===== src/rtl/fb_read_arbiter.sv =====
// -----------------------------------------------------------------------------
// fb_read_arbiter
//
// Shares the single read port of the camera frame buffer between the VGA
// display (fixed rate, hard priority) and the OLED pixel fetcher (req/ack,
// best effort). Every issued read is tagged with its owner. The returned pixel
// is registered here and steered to the owner c_fb_lat+1 cycles after the grant.
//
// Ports
//   clk            system clock (50 MHz)
//   rst            synchronous reset, active high
//   vga_req        VGA read request, always served in the same cycle
//   vga_addr       VGA read address
//   vga_pxl        VGA pixel, held until the next vga_vld
//   vga_vld        vga_pxl updated this cycle
//   oled_req       OLED read request, held with oled_addr stable until ack
//   oled_addr      OLED read address
//   oled_ack       OLED request accepted this cycle (combinational grant)
//   oled_pxl       OLED pixel, held until the next oled_vld
//   oled_vld       oled_pxl updated this cycle
//   fb_addr        frame buffer read address (addrb)
//   fb_dout        frame buffer read data (doutb)
//   oled_starved   sticky: the OLED waited more than c_max_wait cycles
//   oled_max_wait  largest OLED wait seen (saturating at 255)
//
// Configuration macro
//   FB_ARB_STATS_EN  when defined, oled_max_wait is a register that tracks the
//                    longest OLED wait; when undefined it is tied to zero.
// -----------------------------------------------------------------------------
module fb_read_arbiter #(
  parameter int c_img_cols    = 160,
  parameter int c_img_rows    = 120,
  parameter int c_img_pxls    = c_img_cols * c_img_rows,
  parameter int c_nb_img_pxls = 15,
  parameter int c_nb_buf      = 12,
  parameter int c_fb_lat      = 1,
  parameter int c_max_wait    = 8
) (
  input  logic                     clk,
  input  logic                     rst,
  input  logic                     vga_req,
  input  logic [c_nb_img_pxls-1:0] vga_addr,
  output logic [c_nb_buf-1:0]      vga_pxl,
  output logic                     vga_vld,
  input  logic                     oled_req,
  input  logic [c_nb_img_pxls-1:0] oled_addr,
  output logic                     oled_ack,
  output logic [c_nb_buf-1:0]      oled_pxl,
  output logic                     oled_vld,
  output logic [c_nb_img_pxls-1:0] fb_addr,
  input  logic [c_nb_buf-1:0]      fb_dout,
  output logic                     oled_starved,
  output logic [7:0]               oled_max_wait
);

  typedef enum logic [1:0] {
    OWN_NONE = 2'd0,
    OWN_VGA  = 2'd1,
    OWN_OLED = 2'd2
  } owner_t;

  // One entry per read in flight; oor marks an address outside the image.
  typedef struct packed {
    owner_t owner;
    logic   oor;
  } tag_t;

  localparam logic [c_nb_img_pxls-1:0] lp_img_pxls = c_nb_img_pxls'(c_img_pxls);
  localparam logic [7:0]               lp_max_wait = 8'(c_max_wait);

  // ---------------------------------------------------------------------------
  // Grant and address selection
  // ---------------------------------------------------------------------------
  logic                     w_vga_grant;
  logic                     w_oled_grant;
  logic [c_nb_img_pxls-1:0] w_sel_addr;
  logic                     w_sel_oor;
  logic [c_nb_img_pxls-1:0] w_fb_addr;
  tag_t                     w_new_tag;

  logic [c_nb_img_pxls-1:0] r_fb_addr;

  // NOTE: every signal written here gets a default first, so no path through
  // the block leaves a value unassigned and no latch is inferred.
  always_comb begin
    w_vga_grant  = 1'b0;
    w_oled_grant = 1'b0;
    w_sel_addr   = vga_addr;
    // Nothing is granted while in reset, so no read can be issued then.
    if (!rst) begin
      if (vga_req) begin
        w_vga_grant = 1'b1;
      end else if (oled_req) begin
        w_oled_grant = 1'b1;
        w_sel_addr   = oled_addr;
      end
    end

    w_sel_oor = (w_sel_addr >= lp_img_pxls);

    w_new_tag = '{owner: OWN_NONE, oor: 1'b0};
    if (w_vga_grant) begin
      w_new_tag.owner = OWN_VGA;
      w_new_tag.oor   = w_sel_oor;
    end else if (w_oled_grant) begin
      w_new_tag.owner = OWN_OLED;
      w_new_tag.oor   = w_sel_oor;
    end

    // The frame buffer never sees an out-of-range address: the port keeps
    // pointing at the last legal one and the tag zeroes the returned pixel.
    w_fb_addr = r_fb_addr;
    if ((w_vga_grant || w_oled_grant) && !w_sel_oor) begin
      w_fb_addr = w_sel_addr;
    end
  end

  // The address goes straight to the buffer in the grant cycle so that its
  // read latency starts counting there; r_fb_addr only remembers it for idle.
  assign fb_addr  = w_fb_addr;
  assign oled_ack = w_oled_grant;

  // ---------------------------------------------------------------------------
  // Tag pipeline and return registers
  // ---------------------------------------------------------------------------
  tag_t [c_fb_lat-1:0] r_tag;
  tag_t                w_ret_tag;
  logic [c_nb_buf-1:0] w_ret_pxl;

  logic [c_nb_buf-1:0] r_vga_pxl;
  logic                r_vga_vld;
  logic [c_nb_buf-1:0] r_oled_pxl;
  logic                r_oled_vld;

  // The last stage lines up with the buffer data for the same read.
  assign w_ret_tag = r_tag[c_fb_lat-1];
  assign w_ret_pxl = w_ret_tag.oor ? '0 : fb_dout;

  // NOTE: sequential state uses non-blocking assignments only, so every
  // register samples the pre-edge value of its sources (the shift loop below
  // depends on that to move each stage by exactly one position).
  always_ff @(posedge clk) begin
    if (rst) begin
      r_fb_addr  <= '0;
      r_tag      <= '0;
      r_vga_pxl  <= '0;
      r_vga_vld  <= 1'b0;
      r_oled_pxl <= '0;
      r_oled_vld <= 1'b0;
    end else begin
      r_fb_addr <= w_fb_addr;

      r_tag[0] <= w_new_tag;
      for (int i = 1; i < c_fb_lat; i++) begin
        r_tag[i] <= r_tag[i-1];
      end

      r_vga_vld  <= (w_ret_tag.owner == OWN_VGA);
      r_oled_vld <= (w_ret_tag.owner == OWN_OLED);
      if (w_ret_tag.owner == OWN_VGA) begin
        r_vga_pxl <= w_ret_pxl;
      end
      if (w_ret_tag.owner == OWN_OLED) begin
        r_oled_pxl <= w_ret_pxl;
      end
    end
  end

  assign vga_pxl  = r_vga_pxl;
  assign vga_vld  = r_vga_vld;
  assign oled_pxl = r_oled_pxl;
  assign oled_vld = r_oled_vld;

  // ---------------------------------------------------------------------------
  // OLED wait counter and starvation flag
  // ---------------------------------------------------------------------------
  logic [7:0] r_wait_cnt;
  logic [7:0] w_wait_next;
  logic       r_starved;

  // Counts consecutive cycles of an unanswered request; an ack or a withdrawn
  // request both restart it from zero.
  always_comb begin
    w_wait_next = 8'd0;
    if (oled_req && !w_oled_grant) begin
      w_wait_next = (r_wait_cnt == 8'hFF) ? 8'hFF : r_wait_cnt + 8'd1;
    end
  end

  always_ff @(posedge clk) begin
    if (rst) begin
      r_wait_cnt <= 8'd0;
      r_starved  <= 1'b0;
    end else begin
      r_wait_cnt <= w_wait_next;
      // Judged on the next count so the flag rises together with it.
      if (w_wait_next > lp_max_wait) begin
        r_starved <= 1'b1;
      end
    end
  end

  assign oled_starved = r_starved;

`ifdef FB_ARB_STATS_EN
  logic [7:0] r_max_wait;

  always_ff @(posedge clk) begin
    if (rst) begin
      r_max_wait <= 8'd0;
    end else if (w_wait_next > r_max_wait) begin
      r_max_wait <= w_wait_next;
    end
  end

  assign oled_max_wait = r_max_wait;
`else
  assign oled_max_wait = 8'd0;
`endif

endmodule


===== config.mk =====
export PLATFORM = sky130hd
export DESIGN_NAME = fb_read_arbiter
export DESIGN_NICKNAME = d
export VERILOG_FILES = /design/src/rtl/fb_read_arbiter.sv
export SDC_FILE = /design/constraint.sdc
export NUM_CORES = 1
export LEC_CHECK = 0
export ABC_CLOCK_PERIOD_IN_PS = 1600
export BUFFER_PORTS_ARGS = -buffer_cell sky130_fd_sc_hd__buf_4
export CAP_MARGIN = 20
export CORE_MARGIN = 2
export CORE_UTILIZATION = 44
export CTS_CLUSTER_SIZE = 28
export DETAILED_ROUTE_END_ITERATION = 8
export PLACE_DENSITY_LB_ADDON = 0.2
export SYNTH_ARGS = -nofsm -noshare
export SYNTH_HDL_FRONTEND = slang
export SYNTH_SLANG_ARGS = --single-unit

===== constraint.sdc =====
create_clock -name clk -period 1.6 [get_ports clk]
set_clock_uncertainty 0.2 [all_clocks]
set_input_delay 0.16 -clock clk [delete_from_list [all_inputs] [get_ports clk]]
set_output_delay 0.16 -clock clk [all_outputs]
set_load 0.01 [all_outputs]

* Word level (Yosys, flattened, before mapping) *
Cells that the tools add are included.

word-level totals
  register bits after elaboration = 53

cells by class
  add/subtract/negate cells = 1
  $lt $le $gt $ge = 2
  eq/ne operators = 3
  muxes and demuxes = 14
  reductions and logical operators = 6

operators with widths
  kind                    number
  $mux W15                4
  $mux W8                 2
  $ge A15 B15 Y1 const B  1
  $mux W12                1
  $add A8 B1 Y8 const B   1
  $eq A8 B8 Y1 const B    1
  $gt A8 B4 Y1 const B    1
  $mux W1                 5
  $mux W3                 1
  $eq A2 B1 Y1 const B    1
  $eq A2 B2 Y1 const B    1
  $logic_and A1 B1 Y1     2
  $logic_not A1 Y1        2
  $mux W2                 1
  $reduce_or A2 Y1        1
  $logic_or A1 B1 Y1      1

* Logic depth before layout (Yosys ltp) *
Gate-level depths: netlist of run 1.

  word-level depth = 7
  mapped depth = 7
  mapped depth without buffers = 5

* Worst setup path before layout of run 1 *
OpenSTA, ideal clock, no wires.

  path type = in2out
  from = input port vga_req
  to = output port fb_addr[13]
  arrival time = 1501 ps
  required time = 1240 ps
  setup slack = -261 ps
  stages on the path = 7
  path buffers = 3
  cell sequence = or3b_1 > buf_6 > a311oi_4 > or2_1 > buf_6 > buf_6 > a31oi_1

between the ends
  longest elaborated chain between the ends = 6
  elaborated cells between the ends (all ways) = 11
  those cells by class = order compare (1); mux (7); reduce/logical (3)

ends and longest elaborated chain
  element              RTL line  text
  start: declaration   41        input logic vga_req,
  $mux W15             91        if (vga_req) begin
  $mux W15             90        if (!rst) begin
  $ge A15 B15 Y1       99        w_sel_oor = (w_sel_addr >= lp_img_pxls);
  $logic_not A1 Y1     113       if ((w_vga_grant || w_oled_grant) && !w_sel_oor) begin
  $logic_and A1 B1 Y1  113
  $mux W15 *           113
  end: declaration     50        output logic [c_nb_img_pxls-1:0] fb_addr,

Mark *: on every way between the ends. The rest lies on a longest branch, timed or not.

* Final worst setup path of run 1 *
  from = input port vga_req
  to = output port fb_addr[2]

Same word-level chain as after synthesis.

==> metrics.yaml, run 1 <==
ys_warn_count: 0
multiInputGateArea_sq_um: 1370
cts_tree: "done"
clkPwrFrac_pct: 26.7
grt_pass1_vias: 2432
hold_viol: 0
grt_max_degree: 30
setup_ws_ns: -0.327
slew-limit-headroom_pct: 64.8
final-setup-viol-count: 15
combinationalPowerShare_pct: 23.6
cts_buffers: 5
power.internal_mw: 2.05
whs_ns: 0.0144
yosysMostFrequentCell: "nand2_1"
powerDensity_nw_per_um2: 737
die_w_um: 79.2
synth_cell_type_count: 42
dr_wl_met3_um: 346
fmax_mhz: 519
avgSynthCellArea_sq_um: 7.97
power_frac_seq_pct: 49.7
initial_core_util_pct: 45.4
finalCritPeriodShare_pct: 120
swShare_pct: 27.6
met1_length_um: 3210
ios: 97
required_ns: 1.24
switchingPower_mw: 0.782
nNetsFinal: 493
async_reset_ff_share_pct: 0
drt-pass1-iter-count: 4
grtUsageTotal_pct: 22.8
drv_slew: 0
rsz0062_at_grt: "yes"
endpoint_kind: "primary output"
clock-root-buffer: "clkbuf_8"
clk_pin_slew_ns: 0.09
path_max_fanout: 13
first_iter_violations: 118
ir_drop_v: 0.000435
synthTopCellsByArea: "dfxtp_1 43%, nand2_1 12%, a21oi_1 6.0%"
r2r-end: "r_wait_cnt[2]$_SDFF_PP0_"
synth_ff_type: "dfxtp_1"
drive_gt1_share_pct: 37.6
antenna_cells: 0
routed_wl_um: 7100
violations: "setup timing"
status: "finished, violations left"
cts_buffer_depth: 2
final_util_pct: 70.2
power.leakage_nw: 1.64
drcViolationCount: 0
worstRegToRegCells: 5
regToRegSetupSlack_ns: 0.03
top_layer_used: "met4"
grt_pass1_wl_um: 11500
postRouteAntennaNets: 0
synth_top_area_share_pct: 42.7
startpoint: "vga_req"
clk-insertion-delay-late_ns: 0.30
core_sq_um: 5470
synth-seq-cells: 53
cap_violations: 0
regArea_sq_um: 1060
worstMarginPinSlew_ns: 0.523
critical_path_class: "input port to primary output"
viasPerCell: 5.18
numClockSinks: 53
dr_wl_met2_um: 3460
htree_num_levels: 2
synth_commonest_cells: "82 x nand2_1, 53 x dfxtp_1, 30 x a21oi_1"
dieArea_sq_um: 6270
synth_edf_count: 0
worst_setup_path_start_kind: "input port"
synth_cells: 312
die_h_um: 79.2
netlist_area_sq_um: 2490
synthToLayoutAreaGrowth_pct: 54.6
worstSetupEndpoint: "fb_addr[2]"
overflow: 0
arrival_ns: 1.57
globalplace.congestion: 0.853
grt_antenna_before_repair: 0
worstReg2RegStart: "r_wait_cnt[1]$_SDFF_PP0_"
hp-class: "input port to register"
synth_seq_area_share_pct: 42.7
rows: 27
layout_min_cycle_time_ns: 1.93
yosys.area.top_type: "dfxtp_1"
num_vias: 2689
dp_hpwl_um: 4940
nFillCells: 469
routedWlPerCell_um: 13.7
io_buffers: 88
==> stage by stage <==
stage          std cells  setup TNS, ns  cell area, sq um  total power [mW]  worst slack [ns]
2_1_floorplan        319          -5.35              2540              1.74            -0.261
3_3_place_gp         498          -9.74              3500              2.03            -0.401
3_5_place_dp         498         -10.67              3500              2.05            -0.444
4_1_cts              518          -4.34              3780              2.83            -0.325
5_1_grt              519          -5.83              3840              2.95            -0.382
6_report             519          -4.34              3840              2.83            -0.327
==> logic make-up (layout without fill, tap and decap cells) <==
| family | count (synthesis) | count (layout) | synth area share (%) |
|---|---|---|---|
| simple gates | 137 | 137 | 24.5 |
| compound gates | 81 | 81 | 22.3 |
| flops | 53 | 53 | 42.7 |
| buf+inv | 34 | 162 | 7.95 |
| xor+xnor | 3 | 3 | 1.06 |
| mux | 2 | 2 | 0.856 |
| fa+ha+maj | 1 | 1 | 0.503 |
| other cells | 1 | 8 | 0.151 |
==> cells in the final DEF, fill, tap and decap left out, types with 4 or more instances in the layout <==
cell type      instances
a31oi_1               14
a311oi_1              13
nor2b_1               15
nor2_1                11
dfxtp_1               50
buf_4                127
clkbuf_8               5
a21oi_1               29
nand2_1               82
nor3_1                13
buf_6                  6
dlygate4sd3_1         10
conb_1                 8
nand2b_1               4
inv_1                  6
==> critical path: stages <==
cell and delay (ns):
buf_6 0.09, or3b_4 0.42, a311oi_4 0.27, buf_6 0.21
nor3_1 0.07, a31oi_1 0.18, buf_4 0.15
==> state kept, by name, indices dropped and copies added, names as in the netlist <==
register,cells
oled_vld,1
oled_pxl,12
r_fb_addr,15
r_wait_cnt,8
vga_vld,1
r_tag,3
oled_starved,1
vga_pxl,12
==> metal layers <==
| metal | vias up | track usage [%] |
|---|---|---|
| met3 | 9 | 3.86 |
| met4 | 0 | 5.52 |
| li1 | 1350 | - |
| met5 | - | 0 |
| met1 | 1248 | 30.9 |
| met2 | 82 | 37.7 |
==> worst min path at each step <==
| stage | end | slack (ns) | start | cells after the start |
|---|---|---|---|---|
| 2_1_floorplan | r_tag[1]$_SDFF_PP0_ | 0.1 | vga_req | 2 |
| 3_3_place_gp | vga_pxl[1]$_SDFFE_PP0P_ | 0.24 | vga_pxl[1]$_SDFFE_PP0P_ | 2 |
| 3_5_place_dp | oled_pxl[9]$_SDFFE_PP0P_ | 0.25 | oled_pxl[9]$_SDFFE_PP0P_ | 2 |
| 4_1_cts | r_fb_addr[10]$_SDFF_PP0_ | 0.007 | vga_addr[10] | 3 |
| 5_1_grt | r_fb_addr[10]$_SDFF_PP0_ | 0.03 | vga_addr[10] | 3 |
| 6_report | r_fb_addr[10]$_SDFF_PP0_ | 0.01 | vga_addr[10] | 3 |
==> area by class of cell <==
class                   instances  area share, %
inverters                       7          0.684
clock buffers                   6           1.89
multi-input cells             232           35.6
clock inverters                 2          0.358
flip-flops and latches         53           27.7
repair buffers                147           31.5
well taps                      72           2.34
==> timing repair <==
action / CTS / global route
hold endpoints to repair: 8 / 0
gates cloned: 1 / 0
pin swaps: 4 / 8
setup buffers: 1 / 1
setup endpoints to repair: 24 / 24
resized for setup: 13 / 10
hold buffers: 10 / 0
==> power groups by stage <==
stage	logic, mW	registers [mW]	clock network, mW
floorplan	0.298	1.44	0
global placement	0.600	1.43	0
detailed placement	0.611	1.44	0
CTS	0.661	1.41	0.765
global route	0.726	1.41	0.809
finish	0.669	1.41	0.756
Note: power is estimated with default switching activity, not from simulation.
==> inputs of run 2 (changes only) <==
--- a/config.mk
+++ b/config.mk
@@ -5,6 +5,7 @@
 export SDC_FILE = /design/constraint.sdc
 export NUM_CORES = 1
 export LEC_CHECK = 0
+export ABC_AREA = 1
 export ABC_CLOCK_PERIOD_IN_PS = 1600
 export BUFFER_PORTS_ARGS = -buffer_cell sky130_fd_sc_hd__buf_4
 export CAP_MARGIN = 20
==> metrics.yaml, run 2 <==
num_vias: 2981  # was 2689
final-setup-viol-count: 24  # was 15
dieArea_sq_um: 6210  # was 6270 sq um
drv_slew: 0  # unchanged
regToRegSetupSlack_ns: -0.08  # was 0.03 ns
slowest_stage: "nor2_4"  # was or3b_4
violations: "setup timing"  # unchanged
antenna_cells: 0  # unchanged
arrival_ns: 1.53  # was 1.57 ns
dp_hpwl_um: 4730  # was 4940 um
ys_warn_count: 0  # unchanged
synth_cells: 349  # was 312
setup_ws_ns: -0.289  # was -0.327 ns
grt_max_degree: 25  # was 30
rsz0062_at_grt: "yes"  # unchanged
synth_ff_type: "dfxtp_1"  # unchanged
synth_top_area_share_pct: 43.1  # was 42.7%
synth_seq_area_share_pct: 43.1  # was 42.7%
worstReg2RegStart: "r_wait_cnt[0]$_SDFF_PP0_"  # was r_wait_cnt[1]$_SDFF_PP0_
clock-root-buffer: "clkbuf_8"  # unchanged
worstHoldStart: "fb_dout[0]"  # was vga_addr[10]
clk_pin_slew_ns: 0.10  # was 0.09 ns
synthTopCellsByArea: "dfxtp_1 43%, nand2_1 12%, inv_1 7.9%"  # was dfxtp_1 43%, nand2_1 12%, a21oi_1 6.0%
whs_ns: 0.00905  # was 0.0144 ns
cts_buffers: 5  # unchanged
cap_violations: 0  # unchanged
synth_commonest_cells: "76 x nand2_1, 53 x dfxtp_1, 52 x inv_1"  # was 82 x nand2_1, 53 x dfxtp_1, 30 x a21oi_1
io_buffers: 88  # unchanged
postRouteAntennaNets: 0  # unchanged
viasPerCell: 5.06  # was 5.18
status: "finished, violations left"  # unchanged
grt_pass1_vias: 2832  # was 2432
synth_edf_count: 0  # unchanged
overflow: 0  # unchanged
numClockSinks: 53  # unchanged
endpoint_kind: "primary output"  # unchanged
drt-pass1-iter-count: 5  # was 4
synthToLayoutAreaGrowth_pct: 76.4  # was 54.6%
avgSynthCellArea_sq_um: 7.06  # was 7.97 sq um
yosys.area.top_type: "dfxtp_1"  # unchanged
mostFrequentLayoutCells: "134 x buf_4, 50 x dfxtp_1, 42 x nand2_1"  # was 127 x buf_4, 82 x nand2_1, 50 x dfxtp_1
worst_setup_path_start_kind: "input port"  # unchanged
grt_antenna_before_repair: 0  # unchanged
yosysMostFrequentCell: "nand2_1"  # unchanged
core_sq_um: 5470  # unchanged
power.leakage_nw: 2.22  # was 1.64 nW
r2r-end: "oled_starved$_SDFFE_PP0N_"  # was r_wait_cnt[2]$_SDFF_PP0_
netlist_area_sq_um: 2460  # was 2490 sq um
fmax_mhz: 529  # was 519 MHz
htree_num_levels: 2  # unchanged
powerDensity_nw_per_um2: 801  # was 737 nW/um^2
critical_path_class: "input port to primary output"  # unchanged
ir_drop_v: 0.000720  # was 0.000435 V
final_util_pct: 79.4  # was 70.2%
fin_tns_setup_ns: -4.50  # was -4.34 ns
clk-insertion-delay-late_ns: 0.31  # was 0.30 ns
path_max_fanout: 8  # was 13
final_common_cell: "buf_4"  # unchanged
nNetsFinal: 563  # was 493
cp.buffers_inverters: 4  # was 3
routed_wl_um: 8930  # was 7100 um
async_reset_ff_share_pct: 0  # unchanged
grtUsageTotal_pct: 26.4  # was 22.8%
hold_viol: 0  # unchanged
cts_buffer_depth: 2  # unchanged
cpPeakStageDelay_ns: 0.20  # was 0.42 ns
worstPathCellList: "buf_12 -> nor2_4 -> nand3_2 -> nand2_1 -> nand2_2 -> nor2_4 -> nand2_4 -> buf_6 -> nand4_1 -> nand2_2 -> inv_2 -> buf_6"  # was buf_6 -> or3b_4 -> a311oi_4 -> buf_6 -> nor3_1 -> a31oi_1 -> buf_4
largest_reg_flops: 15  # unchanged
first_iter_violations: 220  # was 118
finalCritPeriodShare_pct: 118  # was 120%
initial_core_util_pct: 45.0  # was 45.4%
globalplace.congestion: 0.987  # was 0.853
rows: 27  # unchanged
ios: 97  # unchanged
hp-class: "input port to register"  # unchanged
drcViolationCount: 0  # unchanged
synth-seq-cells: 53  # unchanged
power_mw: 3.48  # was 2.83 mW
hold_depth: 5  # was 3
synth_cell_type_count: 26  # was 42
required_ns: 1.24  # about the same
die_w_um: 78.8  # was 79.2 um
cts_tree: "done"  # unchanged
regMostFlops: "r_fb_addr"  # unchanged
hold_path_end: "vga_pxl[0]$_SDFFE_PP0P_"  # was r_fb_addr[10]$_SDFF_PP0_
routedWlPerCell_um: 15.2  # was 13.7 um
layout_min_cycle_time_ns: 1.89  # was 1.93 ns
drive_gt1_share_pct: 49.5  # was 37.6%
cpLargestDelayFamily: "simple AND/OR/NAND/NOR gates"  # unchanged
die_h_um: 78.8  # was 79.2 um
grt_pass1_wl_um: 13000  # was 11500 um
worstRegToRegCells: 10  # was 5
-- run 2: cell types whose count changed after synthesis, moves of 13 or more --
cell and change:
a311oi_1 -16, nand4_1 +16, nor2_1 +25, o21ai_0 +23, nor3_1 -13, inv_1 +46
nor2b_1 -15, a31oi_1 -16
-- run 2: worst max-delay path by stage --
stage / startpoint / to / slack (ns) / cells after the start
2_1_floorplan: vga_req / fb_addr[10] / 0.003 / 11
5_1_grt: oled_req / fb_addr[10] / -0.35 / 13
4_1_cts: oled_req / fb_addr[3] / -0.20 / 13
3_3_place_gp: rst / fb_addr[12] / -0.31 / 13
3_5_place_dp: rst / fb_addr[3] / -0.35 / 12
6_report: rst / fb_addr[5] / -0.29 / 12
-- run 2: cells by family (layout without fill, tap and decap cells) --
kind of cell / after synthesis / in the layout / synth area share (%)
other cells: 1 / 8 / 0.152
buf+inv: 79 / 238 / 14.1
simple gates: 149 / 151 / 26.4
xor+xnor: 1 / 1 / 0.356
flops: 53 / 53 / 43.1
compound gates: 57 / 57 / 12.1
mux: 8 / 8 / 3.25
fa+ha+maj: 1 / 1 / 0.508
-- run 2: area by class of cell --
type / instances / area [sq um]
clock inverters: 3 / 47.5
well taps: 72 / 90.1
flip-flops and latches: 53 / 1070
clock buffers: 5 / 68.8
fillers: 347 / 1130
repair buffers: 174 / 1480
inverters: 56 / 235
multi-input cells: 226 / 1360
-- run 2: timing repair --
| item | 4_1_cts | 5_1_grt |
|---|---|---|
| gates cloned | 4 | 0 |
| resized for setup | 45 | 72 |
| setup endpoints to repair | 17 | 28 |
| hold endpoints to repair | 26 | 0 |
| setup buffers | 23 | 6 |
| pin swaps | 34 | 27 |
| hold buffers | 12 | 0 |
-- run 2: stage by stage --
step,setup slack (ns),instance area (sq um),std cells
after floorplan,0.00268,2510,356
after global placement,-0.306,3470,538
after detailed placement,-0.351,3470,538
after CTS,-0.195,4080,585
after global routing,-0.350,4350,589
final,-0.289,4350,589
-- run 2: worst min-delay path, cell delays in order --
cell    delay, ns
buf_4        0.11
inv_1        0.04
nor2_1       0.04
nor2_1       0.09
nor2_1       0.05
-- run 2: metal layers --
layer / vias to the layer above / routed length (um) / GRT usage [%]
met1: 1370 / 3420 / 30.6
met4: 0 / 343 / 11.4
met3: 33 / 589 / 5.68
met2: 145 / 4580 / 47.0
li1: 1433 / - / -
met5: - / 0 / 0
-- run 2: report_power, final --
part	switching, mW	internal (mW)
Clock	0.470	0.478
Sequential	0.0316	1.39
Combinational	0.528	0.580
==> inputs of run 3 (changes only) <==
--- a/config.mk
+++ b/config.mk
@@ -14,6 +14,8 @@
 export CTS_CLUSTER_SIZE = 28
 export DETAILED_ROUTE_END_ITERATION = 8
 export PLACE_DENSITY_LB_ADDON = 0.2
+export RECOVER_POWER = 25
+export SETUP_SLACK_MARGIN = 0.2
 export SYNTH_ARGS = -nofsm -noshare
 export SYNTH_HDL_FRONTEND = slang
 export SYNTH_SLANG_ARGS = --single-unit
==> metrics.yaml, run 3 (same netlist as run 2, synthesis figures left out) <==
grtUsageTotal_pct: 25.2  # was 26.4%
whs_ns: 0.0131  # was 0.00905 ns
powerDensity_nw_per_um2: 787  # was 801 nW/um^2
rows: 27  # unchanged
finalCritPeriodShare_pct: 123  # was 118%
critical_path_class: "input port to primary output"  # unchanged
cts_buffer_depth: 2  # unchanged
dp_hpwl_um: 4640  # was 4730 um
grt_antenna_before_repair: 0  # unchanged
hp-class: "input port to register"  # unchanged
violations: "setup timing"  # unchanged
status: "finished, violations left"  # unchanged
drt-pass1-iter-count: 4  # was 5
routedWlPerCell_um: 15.0  # was 15.2 um
num_vias: 2952  # was 2981
fmax_mhz: 508  # was 529 MHz
grt_pass1_wl_um: 12400  # was 13000 um
viasPerCell: 5.08  # was 5.06
layout_min_cycle_time_ns: 1.97  # was 1.89 ns
dieArea_sq_um: 6210  # unchanged
first_iter_violations: 146  # was 220
drv_slew: 0  # unchanged
dp_slack_ns: -0.340  # was -0.351 ns
worst_setup_path_start_kind: "input port"  # unchanged
cpLargestDelayFamily: "simple AND/OR/NAND/NOR gates"  # unchanged
worstPathCellList: "buf_12 -> nor2_4 -> nand3_2 -> nand2_2 -> nand2_2 -> nor2_4 -> nand2_4 -> nand3_4 -> nand2_1 -> nand2_2 -> inv_2 -> buf_4"  # was buf_12 -> nor2_4 -> nand3_2 -> nand2_1 -> nand2_2 -> nor2_4 -> nand2_4 -> buf_6 -> nand4_1 -> nand2_2 -> inv_2 -> buf_6
endpoint_kind: "primary output"  # unchanged
ir_drop_v: 0.000633  # was 0.000720 V
cap_violations: 0  # unchanged
nNetsFinal: 555  # was 563
nFillCells: 361  # was 347
drive_gt1_share_pct: 46.4  # was 49.5%
drcViolationCount: 0  # unchanged
final-setup-viol-count: 21  # was 24
die_w_um: 78.8  # unchanged
clock-root-buffer: "clkbuf_8"  # unchanged
cpPeakStageDelay_ns: 0.25  # was 0.20 ns
clk-insertion-delay-late_ns: 0.30  # was 0.31 ns
io_buffers: 88  # unchanged
mostFrequentLayoutCells: "98 x buf_4, 49 x dfxtp_1, 45 x nand2_1"  # was 134 x buf_4, 50 x dfxtp_1, 42 x nand2_1
overflow: 0  # unchanged
path_max_fanout: 8  # unchanged
antenna_cells: 0  # unchanged
cp.buffers_inverters: 3  # was 4
synthToLayoutAreaGrowth_pct: 74.7  # was 76.4%
final_common_cell: "buf_4"  # unchanged
grt_max_degree: 25  # unchanged
ios: 97  # unchanged
routed_wl_um: 8710  # was 8930 um
slowest_stage: "nor2_4"  # unchanged
grt_pass1_vias: 2739  # was 2832
initial_core_util_pct: 45.0  # unchanged
largest_reg_flops: 15  # unchanged
hold_viol: 0  # unchanged
crit_top_cell: "nand2_2"
fin_tns_setup_ns: -6.03  # was -4.50 ns
power.leakage_nw: 2.16  # was 2.22 nW
clk_pin_slew_ns: 0.10  # about the same
cts_tree: "done"  # unchanged
core_sq_um: 5470  # unchanged
arrival_ns: 1.61  # was 1.53 ns
required_ns: 1.24  # about the same
setup_ws_ns: -0.367  # was -0.289 ns
numClockSinks: 53  # unchanged
cts_buffers: 5  # unchanged
rsz0062_at_grt: "yes"  # unchanged
htree_num_levels: 2  # unchanged
die_h_um: 78.8  # unchanged
regMostFlops: "r_fb_addr"  # unchanged
postRouteAntennaNets: 0  # unchanged
globalplace.congestion: 0.841  # was 0.987
[run 3: cell types whose count changed in the layout (fill, tap and decap cells not counted), sizes merged]
cell / delta
clkbuf: +16
dlygate4sd3: -1
buf: -22
bufinv: -1
[run 3: power by group]
group          total, mW  switching [mW]  internal [mW]
Combinational       1.14           0.535          0.602
Sequential          1.43          0.0319           1.39
Clock              0.822           0.461          0.360
[run 3: repair_timing]
action                                  4_1_cts  5_1_grt
gates resized for setup                      55       63
setup buffers                                23        4
hold buffers                                 11        0
pin swaps                                    37       28
endpoints found under the setup margin       34       38
endpoints found under the hold margin        22        0
cloned                                        4        0
[run 3: area by class of cell]
class / count / area (sq um) / area share [%]
well taps: 72 / 90.1 / 2.09
flip-flops and latches: 53 / 1070 / 24.9
multi-input cells: 226 / 1370 / 31.9
inverters: 56 / 244 / 5.67
clock buffers: 6 / 82.6 / 1.92
clock inverters: 2 / 17.5 / 0.407
repair buffers: 166 / 1430 / 33.1
[run 3: layer usage]
layer  GRT usage, %  vias up  routed length (um)
li1               -     1415                   -
met4           11.4        0                 439
met1           28.4     1383                3270
met2           44.6      117                4420
met5              0        -                   0
met3           6.70       37                 572
[run 3: path summary, 6_finish.rpt]
check,endpoint,slack (ns),start,depth (start not counted)
hold / removal,vga_pxl[0]$_SDFFE_PP0P_,0.01,fb_dout[0],5
hold reg to reg,oled_pxl[0]$_SDFFE_PP0P_,0.30,oled_pxl[0]$_SDFFE_PP0P_,2
setup reg to reg,oled_starved$_SDFFE_PP0N_,0.06,r_wait_cnt[0]$_SDFF_PP0_,9
setup / recovery,fb_addr[13],-0.37,rst,12
[run 3: per-stage QoR]
step | area, sq um | total power [mW] | instances | util [%]
2_1_floorplan | 2590 | 1.84 | 356 | -
3_3_place_gp | 3490 | 2.22 | 531 | 63.8
3_5_place_dp | 3490 | 2.23 | 531 | 63.8
4_1_cts | 4130 | 3.24 | 577 | 75.4
5_1_grt | 4300 | 3.54 | 581 | 78.6
6_report | 4300 | 3.39 | 581 | 78.6
[run 3: worst min-delay path, stage by stage]
cell and delay (ns):
buf_4 0.11, inv_1 0.04, nor2_1 0.04, nor2_1 0.09
nor2_1 0.05
